`src/rtl/mem_arb_pkg.sv`:
```
`default_nettype none
// ============================================================================
// Module   : mem_arb_pkg
// Purpose  : Shared types and default widths for the RAM port arbiter.
// Revision : 1.0  initial release
// ============================================================================
package mem_arb_pkg;

    localparam int unsigned c_ADDR_W = 16;
    localparam int unsigned c_DATA_W = 16;

    typedef enum logic {
        PORT_A = 1'b0,
        PORT_B = 1'b1
    } port_t;

    typedef struct packed {
        logic  valid;
        port_t port;
    } rd_tag_t;

endpackage
`default_nettype wire

```
`src/rtl/arb_grant_logic.sv`:
```
`default_nettype none
// ============================================================================
// Module   : arb_grant_logic
// Purpose  : Winner selection between ports A and B (round-robin or
//            A-priority with a B starvation guard).
// Revision : 1.0  initial release
// ============================================================================
module arb_grant_logic
    import mem_arb_pkg::*;
#(
    parameter bit          RR_MODE      = 1'b1,
    parameter int unsigned STARVE_LIMIT = 4
) (
    input  logic clock,
    input  logic reset,
    input  logic a_req,
    input  logic b_req,
    output logic a_gnt,
    output logic b_gnt
);

    localparam logic [3:0] c_LIMIT = 4'(STARVE_LIMIT);

    port_t      last_winner_q, last_winner_d;
    logic [3:0] starve_cnt_q,  starve_cnt_d;
    logic       w_contend;
    logic       w_b_wins;

    always_comb begin
        w_contend = a_req & b_req;
        if (RR_MODE) begin
            w_b_wins = (last_winner_q == PORT_A);
        end else begin
            w_b_wins = (starve_cnt_q == c_LIMIT);
        end

        a_gnt = 1'b0;
        b_gnt = 1'b0;
        if (!reset) begin
            if (w_contend) begin
                a_gnt = ~w_b_wins;
                b_gnt = w_b_wins;
            end else begin
                a_gnt = a_req;
                b_gnt = b_req;
            end
        end
    end

    // Only contended cycles decide who goes next; solo grants leave history alone.
    always_comb begin
        last_winner_d = last_winner_q;
        if (w_contend && !reset) begin
            last_winner_d = b_gnt ? PORT_B : PORT_A;
        end

        starve_cnt_d = 4'd0;
        if (b_req && !b_gnt) begin
            starve_cnt_d = (starve_cnt_q == c_LIMIT) ? c_LIMIT : starve_cnt_q + 4'd1;
        end
    end

    always_ff @(posedge clock) begin
        if (reset) begin
            last_winner_q <= PORT_B;
            starve_cnt_q  <= 4'd0;
        end else begin
            last_winner_q <= last_winner_d;
            starve_cnt_q  <= starve_cnt_d;
        end
    end

endmodule
`default_nettype wire

```
`src/rtl/mem_port_arbiter.sv`:
```
`default_nettype none
// ============================================================================
// Module   : mem_port_arbiter
// Purpose  : Shares one single-port RAM between the pipeline (A) and a
//            secondary requester (B); muxes RAM pins and routes read data.
// Revision : 1.0  initial release
// ============================================================================
module mem_port_arbiter
    import mem_arb_pkg::*;
#(
    parameter int unsigned ADDR_W       = c_ADDR_W,
    parameter int unsigned DATA_W       = c_DATA_W,
    parameter bit          RR_MODE      = 1'b1,
    parameter int unsigned STARVE_LIMIT = 4
) (
    input  logic              clock,
    input  logic              reset,
    input  logic              a_req,
    input  logic              a_we,
    input  logic [ADDR_W-1:0] a_addr,
    input  logic [DATA_W-1:0] a_wdata,
    output logic              a_ready,
    output logic              a_rvalid,
    output logic [DATA_W-1:0] a_rdata,
    input  logic              b_req,
    input  logic              b_we,
    input  logic [ADDR_W-1:0] b_addr,
    input  logic [DATA_W-1:0] b_wdata,
    output logic              b_ready,
    output logic              b_rvalid,
    output logic [DATA_W-1:0] b_rdata,
    output logic [ADDR_W-1:0] ram_address,
    output logic [DATA_W-1:0] ram_data,
    output logic              ram_rden,
    output logic              ram_wren,
    input  logic [DATA_W-1:0] ram_q
);

    logic              w_a_gnt;
    logic              w_b_gnt;
    logic [ADDR_W-1:0] addr_q;
    logic [DATA_W-1:0] data_q;
    rd_tag_t           tag_q, tag_d;

    arb_grant_logic #(
        .RR_MODE      (RR_MODE),
        .STARVE_LIMIT (STARVE_LIMIT)
    ) u_grant (
        .clock (clock),
        .reset (reset),
        .a_req (a_req),
        .b_req (b_req),
        .a_gnt (w_a_gnt),
        .b_gnt (w_b_gnt)
    );

    // Pins follow the winner combinationally so an uncontended access is taken this cycle.
    always_comb begin
        ram_address = addr_q;
        ram_data    = data_q;
        ram_wren    = 1'b0;
        ram_rden    = 1'b0;
        if (w_a_gnt) begin
            ram_address = a_addr;
            ram_data    = a_wdata;
            ram_wren    = a_we;
            ram_rden    = ~a_we;
        end else if (w_b_gnt) begin
            ram_address = b_addr;
            ram_data    = b_wdata;
            ram_wren    = b_we;
            ram_rden    = ~b_we;
        end
    end

    always_comb begin
        tag_d.valid = (w_a_gnt & ~a_we) | (w_b_gnt & ~b_we);
        tag_d.port  = w_b_gnt ? PORT_B : PORT_A;
    end

    always_ff @(posedge clock) begin
        if (reset) begin
            addr_q <= '0;
            data_q <= '0;
            tag_q  <= '{valid: 1'b0, port: PORT_A};
        end else begin
            addr_q <= ram_address;
            data_q <= ram_data;
            tag_q  <= tag_d;
        end
    end

    always_comb begin
        a_ready  = w_a_gnt;
        b_ready  = w_b_gnt;
        a_rvalid = tag_q.valid && (tag_q.port == PORT_A);
        b_rvalid = tag_q.valid && (tag_q.port == PORT_B);
        a_rdata  = a_rvalid ? ram_q : '0;
        b_rdata  = b_rvalid ? ram_q : '0;
    end

endmodule
`default_nettype wire

```
`config.mk`:
```
export PLATFORM = sky130hd
export DESIGN_NAME = mem_port_arbiter
export DESIGN_NICKNAME = d
export VERILOG_FILES = /design/src/rtl/mem_arb_pkg.sv /design/src/rtl/arb_grant_logic.sv /design/src/rtl/mem_port_arbiter.sv
export SDC_FILE = /design/constraint.sdc
export NUM_CORES = 1
export LEC_CHECK = 0
export CORE_AREA = 2 2 78 80
export DETAILED_ROUTE_END_ITERATION = 8
export DIE_AREA = 0 0 80 82
export GPL_ROUTABILITY_DRIVEN = 0
export GPL_TIMING_DRIVEN = 0
export PLACE_DENSITY = 0.88
export SLEW_MARGIN = 25
export SYNTH_ARGS = -nofsm -noshare
export SYNTH_HDL_FRONTEND = slang
export SYNTH_SLANG_ARGS = --single-unit
```
`constraint.sdc`:
```
create_clock -name clock -period 4.02 [get_ports clock]
set_input_delay 0.804 -clock clock [delete_from_list [all_inputs] [get_ports clock]]
set_output_delay 0.804 -clock clock [all_outputs]
set_load 0.02 [all_outputs]
```
[Word level (Yosys, flattened, before mapping)]
Cells that the tools add are included.
Storage, ports and cells
  flip-flop bits (word level): 35
  bits in latches: 0
  memory bits (writable): 0
  bits in read-only memories: 0
  bits of input ports: 86
  output and inout port bits: 70
  logic and storage cells: 32
  memories: 0
Operators by class
  add/sub/neg operators: 0
  multipliers: 0
  div/mod/pow operators: 0
  $lt $le $gt $ge: 0
  equality and inequality tests: 0
  shift operators: 0
  muxes and demuxes: 15
  bitwise gates (word level): 8
  reduce and logical (&&, ||, !) cells: 4
Operators by type and width (number)
  16-bit two-way mux: 6
  1-bit two-way mux: 9
  1-bit NOT: 4
  1-bit AND: 3
  1-bit logical AND: 3
  1-bit logical NOT: 1
  1-bit bitwise OR: 1

[Depth between registers and ports, before layout]
Gate-level depths: netlist of run 1.
  depth after elaboration: 5
  gate-level depth with buffers: 6
  depth with buffers taken out: 4

[Hierarchy]
Synthesis of run 1 repeated with hierarchy kept, for this count alone.
Second synthesis, totals
  cell total of the unflattened synthesis: 234
  area total of the unflattened synthesis: 2078.2 um^2
By module, submodules not included
  mem_port_arbiter: instances 1, cells each 226, area each 2013.2 um^2, sequential area each 680.7 um^2
  arb_grant_logic: instances 1, cells each 8, area each 65.1 um^2, sequential area each 20.0 um^2

[Least setup slack after synthesis of run 1]
No wires, ideal clock.
  kind: input -> output
  start: input b_req
  end: output ram_rden
  data arrival time: 1.975 ns
  data required time: 3.216 ns
  path slack: 1.241 ns
  cell stages on the path: 6
  buffers on the path: 3
  path through: nor2b_1 or3b_1 clkbuf_1 buf_6 buf_6 o32ai_1
Between the ends
  word-level cells in the longest chain between the ends: 5
  elaborated cells on any way between the ends: 7
  classes of those cells: mux: 6; bitwise: 1
RTL lines
  from (decl): RTL line mem_port_arbiter.sv:25  | input logic b_req,
  1-bit AND: RTL line arb_grant_logic.sv:30  | w_contend = a_req & b_req;
  1-bit two-way mux: RTL line arb_grant_logic.sv:40  | if (w_contend) begin
  1-bit two-way mux: RTL line arb_grant_logic.sv:39  | if (!reset) begin
  1-bit two-way mux: RTL line mem_port_arbiter.sv:68  | end else if (w_b_gnt) begin
  1-bit two-way mux *: RTL line mem_port_arbiter.sv:63  | if (w_a_gnt) begin
  to (decl): RTL line mem_port_arbiter.sv:34  | output logic ram_rden,
Every way passes the cells marked *; elsewhere a longest branch is shown, timed or not.

[Final worst setup path of run 1]
  start: input a_req
  end: output ram_data[12]
Between the ends
  word-level cells in the longest chain between the ends: 5
  elaborated cells on any way between the ends: 7
  classes of those cells: mux: 6; bitwise: 1
RTL lines
  from (decl): RTL line mem_port_arbiter.sv:18  | input logic a_req,
  1-bit AND: RTL line arb_grant_logic.sv:30
  1-bit two-way mux: RTL line arb_grant_logic.sv:40
  1-bit two-way mux: RTL line arb_grant_logic.sv:39
  16-bit two-way mux: RTL line mem_port_arbiter.sv:68
  16-bit two-way mux *: RTL line mem_port_arbiter.sv:63
  to (decl): RTL line mem_port_arbiter.sv:33  | output logic [DATA_W-1:0] ram_data,
Marks and branches as above.

==> results.sh, run 1 <==
export IMPL_critPathLaunch="a_req"
export IMPL_fin_crit_sh_pct=96.3
export IMPL_cts_tree="built"
export IMPL_placed_cell_area_sq_mm=0.00366
export IMPL_regToRegSetupSlack_ns=2.45
export IMPL_async_reset_ff_share_pct=0
export IMPL_startpoint_type="input pin"
export IMPL_synth_most_common_cell="dfxtp_1"
export IMPL_post_route_util_pct=65.8
export IMPL_outcome="finished, final reports clean"
export IMPL_hold_buffers=0
export IMPL_nNetsFinal=453
export IMPL_via_per_inst=5.35
export IMPL_fmax_ghz=0.258
export IMPL_avgSynthCellArea_sq_um=9.85
export IMPL_synth_area_leaders="dfxtp_1 35%, o211a_1 16%, o32a_1 16%"
export IMPL_p_per_area_mw_per_mm2=300
export IMPL_crit_path_end_kind="output port"
export IMPL_wl_per_cell_um=16.4
export IMPL_path_class="in -> out"
export IMPL_hold_viol_final=0
export IMPL_grt_max_degree=12
export IMPL_slew_violations=0
export IMPL_drt_pass1_iterations=4
export IMPL_ctsHtreeMaxLevel=2
export IMPL_crit_arrival_ns=3.07
export IMPL_max_stage_delay_ns=0.60
export IMPL_r2r_cells=5
export IMPL_crit_path_max_fanout=10
export IMPL_min_path_cells=2
export IMPL_die_area_sq_mm=0.00656
export IMPL_dp_hpwl_um=5700
export IMPL_synthesis_instances=205
export IMPL_antenna_found_initial=0
export IMPL_num_vias=2368
export IMPL_hp_class="reg -> reg"
export IMPL_overflow=0
export IMPL_numCtsBuffers=5
export IMPL_drt_iter0_markers=47
export IMPL_grtUsageMet1_pct=24.6
export IMPL_use_met2_pct=40.1
export IMPL_setup_viol=0
export IMPL_crit_slowest_cell="clkdlybuf4s50_1"
export IMPL_num_rows=28
export IMPL_pre_cts_slack_ns=0.165
export IMPL_worstReg2RegEnd="data_q[12]"
export IMPL_ios=156
export IMPL_drcViolationCount=0
export IMPL_ys_warn_count=0
export IMPL_path_cells="clkdlybuf4s50_1 -> and2_1 -> buf_2 -> buf_1 -> o32a_1 -> o21a_1 -> clkdlybuf4s50_1"
export IMPL_synthFlopType="dfxtp_1"
export IMPL_yosysTopAreaCellShare_pct=34.7
export IMPL_synth_distinct_cells=21
export IMPL_grt_pass1_wl_um=11200
export IMPL_root_buffer="clkbuf_8"
export IMPL_initial_core_util_pct=35.1
export IMPL_yosysTopAreaCell="dfxtp_1"
export IMPL_critPathRequiredTime_ns=3.22
export IMPL_fin_setup_tns_ns=0
export IMPL_first_global_vias=2319
export IMPL_n_antenna_cell=0
export IMPL_grt_busiest_layer="met2"
export IMPL_critPathTopFamily="buffers and inverters"
export IMPL_path_depth=7
export IMPL_rsz0062_at_grt="false"
export IMPL_syn_nets=291
export IMPL_routed_wl_um=7270
export IMPL_maxCapViolations=0
export IMPL_p_leak_nw=1.63
export IMPL_synthesis_area_sq_mm=0.00202
export IMPL_setup_ws_ns=0.147
export IMPL_area_growth_pct=87.3
export IMPL_worst_path_buf_inv=4
export IMPL_grt_usage_pct=21.8
export IMPL_clockBufferDepth=2
export IMPL_ctsResizeCount=0
export IMPL_clock_latency_ns=0.28
export IMPL_cp_endpoint="ram_data[12]"
export IMPL_cts_setup_buffers=0
export IMPL_gr_usage_met3_pct=6.15
export IMPL_drtAntennaViolNets=0
export IMPL_worst_pin_slew_ns=0.529
export IMPL_port_buffer_count=155
export IMPL_ys_seq_area_share_pct=34.7
export IMPL_placeableCoreArea_sq_mm=0.00575
export IMPL_synth_edff_count=0
export IMPL_r2r_start="u_grant.last_winner_q"
export IMPL_cpMostUsedCell="clkdlybuf4s50_1"
export IMPL_layout_drive_gt1_share_pct=5.16
export IMPL_ys_ff_latch=35
export IMPL_slew_headroom_pct=64.7
export IMPL_cts_sinks=35
export IMPL_synth_top_cells_by_count="35 x dfxtp_1, 32 x o211a_1, 32 x o21a_1, 32 x o32a_1, 18 x and2_1"
export IMPL_final_min_clock_period_ns=3.87
export IMPL_finClkSkew_ns=0.00908
export IMPL_peakVddDrop_mv=0.224
export IMPL_cts_clk_slew_worst_paths_ns=0.08
export IMPL_fp_dieW_um=80
export IMPL_final_cell_area_sq_mm=0.00378
export IMPL_die_h_um=82
## cell usage in the layout (no fill, tap or decap)
cell type	instances
o21ai_0	1
buf_1	5
clkdlybuf4s50_1	155
a22o_1	1
and3_1	17
nand2b_1	1
inv_2	1
bufinv_16	1
nor2b_1	2
nor2_1	2
o21ba_2	1
inv_1	1
clkbuf_1	11
o32ai_1	2
a21oi_1	1
and2_1	18
buf_6	4
o21a_1	32
o32a_1	32
or3b_1	1
buf_2	5
clkinv_2	1
o211a_1	32
clkbuf_8	6
dfxtp_1	35
## layer usage
layer,vias up,wire [um]
met5,-,0
met3,12,607
li1,1140,-
met2,120,3630
met4,0,103
met1,1096,2930
## cell families (layout without fill, tap and decap cells)
group	Yosys count	count (layout)	synth area share, %
flops	35	35	34.7
buf+inv	27	190	6.81
simple gates	41	41	12.6
compound gates	102	102	45.9
## area by class of cell
| class | count | area (sq um) |
|---|---|---|
| Fill cell | 498 | 1960 |
| Timing Repair Buffer | 155 | 1550 |
| Multi-Input combinational cell | 143 | 1180 |
| Sequential cell | 35 | 701 |
| Buffer | 25 | 130 |
| Tap cell | 75 | 93.8 |
| Clock buffer | 6 | 82.6 |
| Clock inverter | 2 | 35.0 |
| Inverter | 2 | 7.51 |
## worst min path at each step
| stage | to | start |
|---|---|---|
| 4_1_cts | u_grant.last_winner_q | u_grant.last_winner_q |
| 2_1_floorplan | u_grant.last_winner_q | u_grant.last_winner_q |
| 5_1_grt | addr_q[15] | addr_q[15] |
| 3_5_place_dp | u_grant.last_winner_q | u_grant.last_winner_q |
| 6_report | u_grant.last_winner_q | u_grant.last_winner_q |
| 3_3_place_gp | u_grant.last_winner_q | u_grant.last_winner_q |
## registers in the layout (all words and copies together) (netlist names)
name                   flops
u_grant.last_winner_q      1
tag_q                      2
data_q                    16
addr_q                    16
## stage by stage
stage	instances	hold slack, ns	total power [mW]
after CTS	443	0.564	1.15
after detailed placement	435	0.547	0.815
after global routing	443	0.636	1.19
after global placement	435	0.544	0.808
after floorplan	205	0.523	0.596
final	443	0.565	1.13
## worst min-delay path, delay by kind of cell (launching register included)
| family | cells | cell delay, ns |
|---|---|---|
| compound gates | 2 | 0.19 |
| flops | 1 | 0.33 |
## power by group
group | internal, mW | switching, mW
Combinational | 0.236 | 0.187
Clock | 0.201 | 0.127
Sequential | 0.375 | 0.00947
Total | 0.812 | 0.323
Power figures use the tool's default switching activity.
==> inputs of run 2 (changes only) <==
==> constraint.sdc (replaced) <==
create_clock -name clock -period 4.02 [get_ports clock]
set_input_delay 0.804 -clock clock [delete_from_list [all_inputs] [get_ports clock]]
set_output_delay 0.804 -clock clock [all_outputs]
set_load 0.005 [all_outputs]
==> results of run 2 <==
Same layout as run 1 (identical final DEF). Status: finished, final reports clean.
Main changes from that run: setup slack after placement 0.165 ns -> 0.267 ns; setup slack after layout 0.147 ns -> 0.250 ns; end point of the critical path ram_data[12] -> ram_data[6]; total power 1.13 mW -> 1.08 mW; worst IR drop on VDD 0.224 mV -> 0.208 mV
==> inputs of run 3 (changes only) <==
- CAP_MARGIN: default -> 20
- CORE_AREA: 2 2 78 80 -> 2 2 100 64
- DIE_AREA: 0 0 80 82 -> 0 0 102 66
- PLACE_DENSITY: 0.88 -> 0.87
==> run 3 against run 2 <==
- global-route usage is 0.54 points lower
- sequential power hardly changed
- sequential share of layout area hardly changed
- cell count is 2.0% higher
- largest power group unchanged
==> results.sh, run 3 (synthesis results as in run 1) <==
export IMPL_grt_pass1_wl_um=11400
export IMPL_hold_viol_final=0
export IMPL_final_min_clock_period_ns=3.80
export IMPL_largestRegisters="addr_q x16, data_q x16, tag_q x2"
export IMPL_final_common_cell="clkdlybuf4s50_1"
export IMPL_pre_cts_slack_ns=0.243
export IMPL_placeableCoreArea_sq_mm=0.00584
export IMPL_hp_class="reg -> reg"
export IMPL_nNetsFinal=453
export IMPL_final_cell_count_no_fill=452
export IMPL_drt_pass1_iterations=4
export IMPL_crit_arrival_ns=3.00
export IMPL_routed_wl_um=7370
export IMPL_port_buffer_count=155
export IMPL_first_global_vias=2356
export IMPL_cts_setup_buffers=0
export IMPL_drcViolationCount=0
export IMPL_crit_path_end_kind="output port"
export IMPL_root_buffer="clkbuf_8"
export IMPL_min_to="u_grant.last_winner_q"
export IMPL_fp_dieW_um=102
export IMPL_p_clk_share_pct=27.8
export IMPL_fin_crit_sh_pct=94.6
export IMPL_rsz0062_at_grt="false"
export IMPL_p_leak_nw=1.62
export IMPL_use_met2_pct=36.1
export IMPL_overflow=0
export IMPL_seq_area_sq_um=701
export IMPL_cts_clk_slew_worst_paths_ns=0.07
export IMPL_peakVddDrop_mv=0.151
export IMPL_seqPwrFrac_pct=37.0
export IMPL_min_path_cells=2
export IMPL_grt_usage_pct=21.3
export IMPL_cts_tree="built"
export IMPL_fillers=480
export IMPL_worstHoldStart="u_grant.last_winner_q"
export IMPL_drtAntennaViolNets=0
export IMPL_setup_viol=0
export IMPL_switching_share_pct=26.3
export IMPL_ios=156
export IMPL_post_route_util_pct=64.8
export IMPL_slew_violations=0
export IMPL_die_area_sq_mm=0.00673
export IMPL_num_rows=22
export IMPL_path_class="in -> out"
export IMPL_most_common_layout_cells="155 x clkdlybuf4s50_1, 35 x dfxtp_1, 32 x o32a_1, 32 x o21a_1, 32 x o211a_1"
export IMPL_ctsHtreeMaxLevel=2
export IMPL_ctsResizeCount=0
export IMPL_initial_core_util_pct=34.6
export IMPL_r2r_start="u_grant.last_winner_q"
export IMPL_area_growth_pct=87.2
export IMPL_grt_busiest_layer="met2"
export IMPL_hold_buffers=0
export IMPL_outcome="finished, final reports clean"
export IMPL_layout_drive_gt1_share_pct=5.16
export IMPL_dp_cells=444
export IMPL_crit_path_max_fanout=10
export IMPL_startpoint_type="input pin"
export IMPL_slew_headroom_pct=64.8
export IMPL_p_comb_share_pct=35.2
export IMPL_critPathRequiredTime_ns=3.22
export IMPL_n_antenna_cell=0
export IMPL_clockBufferDepth=2
export IMPL_power_switching_uw=273
export IMPL_fin_setup_tns_ns=0
export IMPL_grt_max_degree=12
export IMPL_wl_per_cell_um=16.3
export IMPL_multi_input_area_sq_mm=0.00118
export IMPL_worstReg2RegEnd="addr_q[11]"
export IMPL_grtUsageMet1_pct=26.6
export IMPL_maxCapViolations=0
export IMPL_r2r_cells=5
export IMPL_cts_sinks=35
export IMPL_worst_pin_slew_ns=0.528
export IMPL_drt_iter0_markers=76
export IMPL_fmax_ghz=0.263
export IMPL_finClkSkew_ns=0.00426
export IMPL_antenna_found_initial=0
export IMPL_dp_hpwl_um=5770
export IMPL_numCtsBuffers=5
export IMPL_num_vias=2380
export IMPL_setup_ws_ns=0.218
export IMPL_p_int_uw=766
export IMPL_via_per_inst=5.27
export IMPL_gr_usage_met3_pct=6.98
export IMPL_regToRegSetupSlack_ns=2.47
export IMPL_die_h_um=66
export IMPL_p_per_area_mw_per_mm2=275
export IMPL_clock_latency_ns=0.29
[run 3: changes by cell type in the layout (fill, tap and decap cells not counted)]
| cell | change |
|---|---|
| bufinv_16 | -1 |
| clkbuf_8 | +1 |
| clkinv_2 | -1 |
| clkinvlp_4 | +1 |
[run 3: metrics by stage]
step | power [mW] | area, sq um | hold WS (ns)
after CTS | 1.04 | 3780 | 0.561
after global routing | 1.09 | 3780 | 0.595
final | 1.04 | 3780 | 0.566
after detailed placement | 0.757 | 3680 | 0.547
after floorplan | 0.539 | 2020 | 0.523
after global placement | 0.750 | 3680 | 0.539
[run 3: final cells by class]
type | count | share of cell area (%)
repair buffers | 155 | 41.0
multi-input cells | 143 | 31.2
flip-flops and latches | 35 | 18.5
plain buffers | 25 | 3.44
well taps | 84 | 2.78
clock buffers | 7 | 2.55
clock inverters | 1 | 0.199
inverters | 2 | 0.199
[run 3: worst max path at each step]
stage               slack, ns  depth (start not counted)  startpoint               to
finish                   0.22                          7       a_req   ram_address[8]
global route             0.10                          7       a_req  ram_address[13]
CTS                      0.23                          7       a_req  ram_address[13]
detailed placement       0.24                          7       a_req   ram_address[8]
global placement         0.29                          7       a_req      ram_data[8]
floorplan                1.42                          6       b_req     ram_data[10]
[run 3: power groups by stage]
stage                     combinational (mW)  clock, mW  sequential [mW]
after floorplan                        0.149          0            0.389
after global placement                 0.359          0            0.391
after detailed placement               0.365          0            0.392
after CTS                              0.368      0.289            0.384
after global routing                   0.394      0.308            0.387
final                                  0.366      0.289            0.384
[run 3: routing by layer]
layer / routed length [um] / vias to the layer above
met5: 0 / -
met4: 27 / 0
met3: 656 / 5
met2: 3540 / 95
met1: 3150 / 1141
li1: - / 1139
[run 3: worst max-delay path, stage by stage]
cell             delay, ns
clkdlybuf4s50_1       0.54
and2_1                0.14
buf_2                 0.20
buf_1                 0.42
o32a_1                0.24
o21a_1                0.14
clkdlybuf4s50_1       0.52
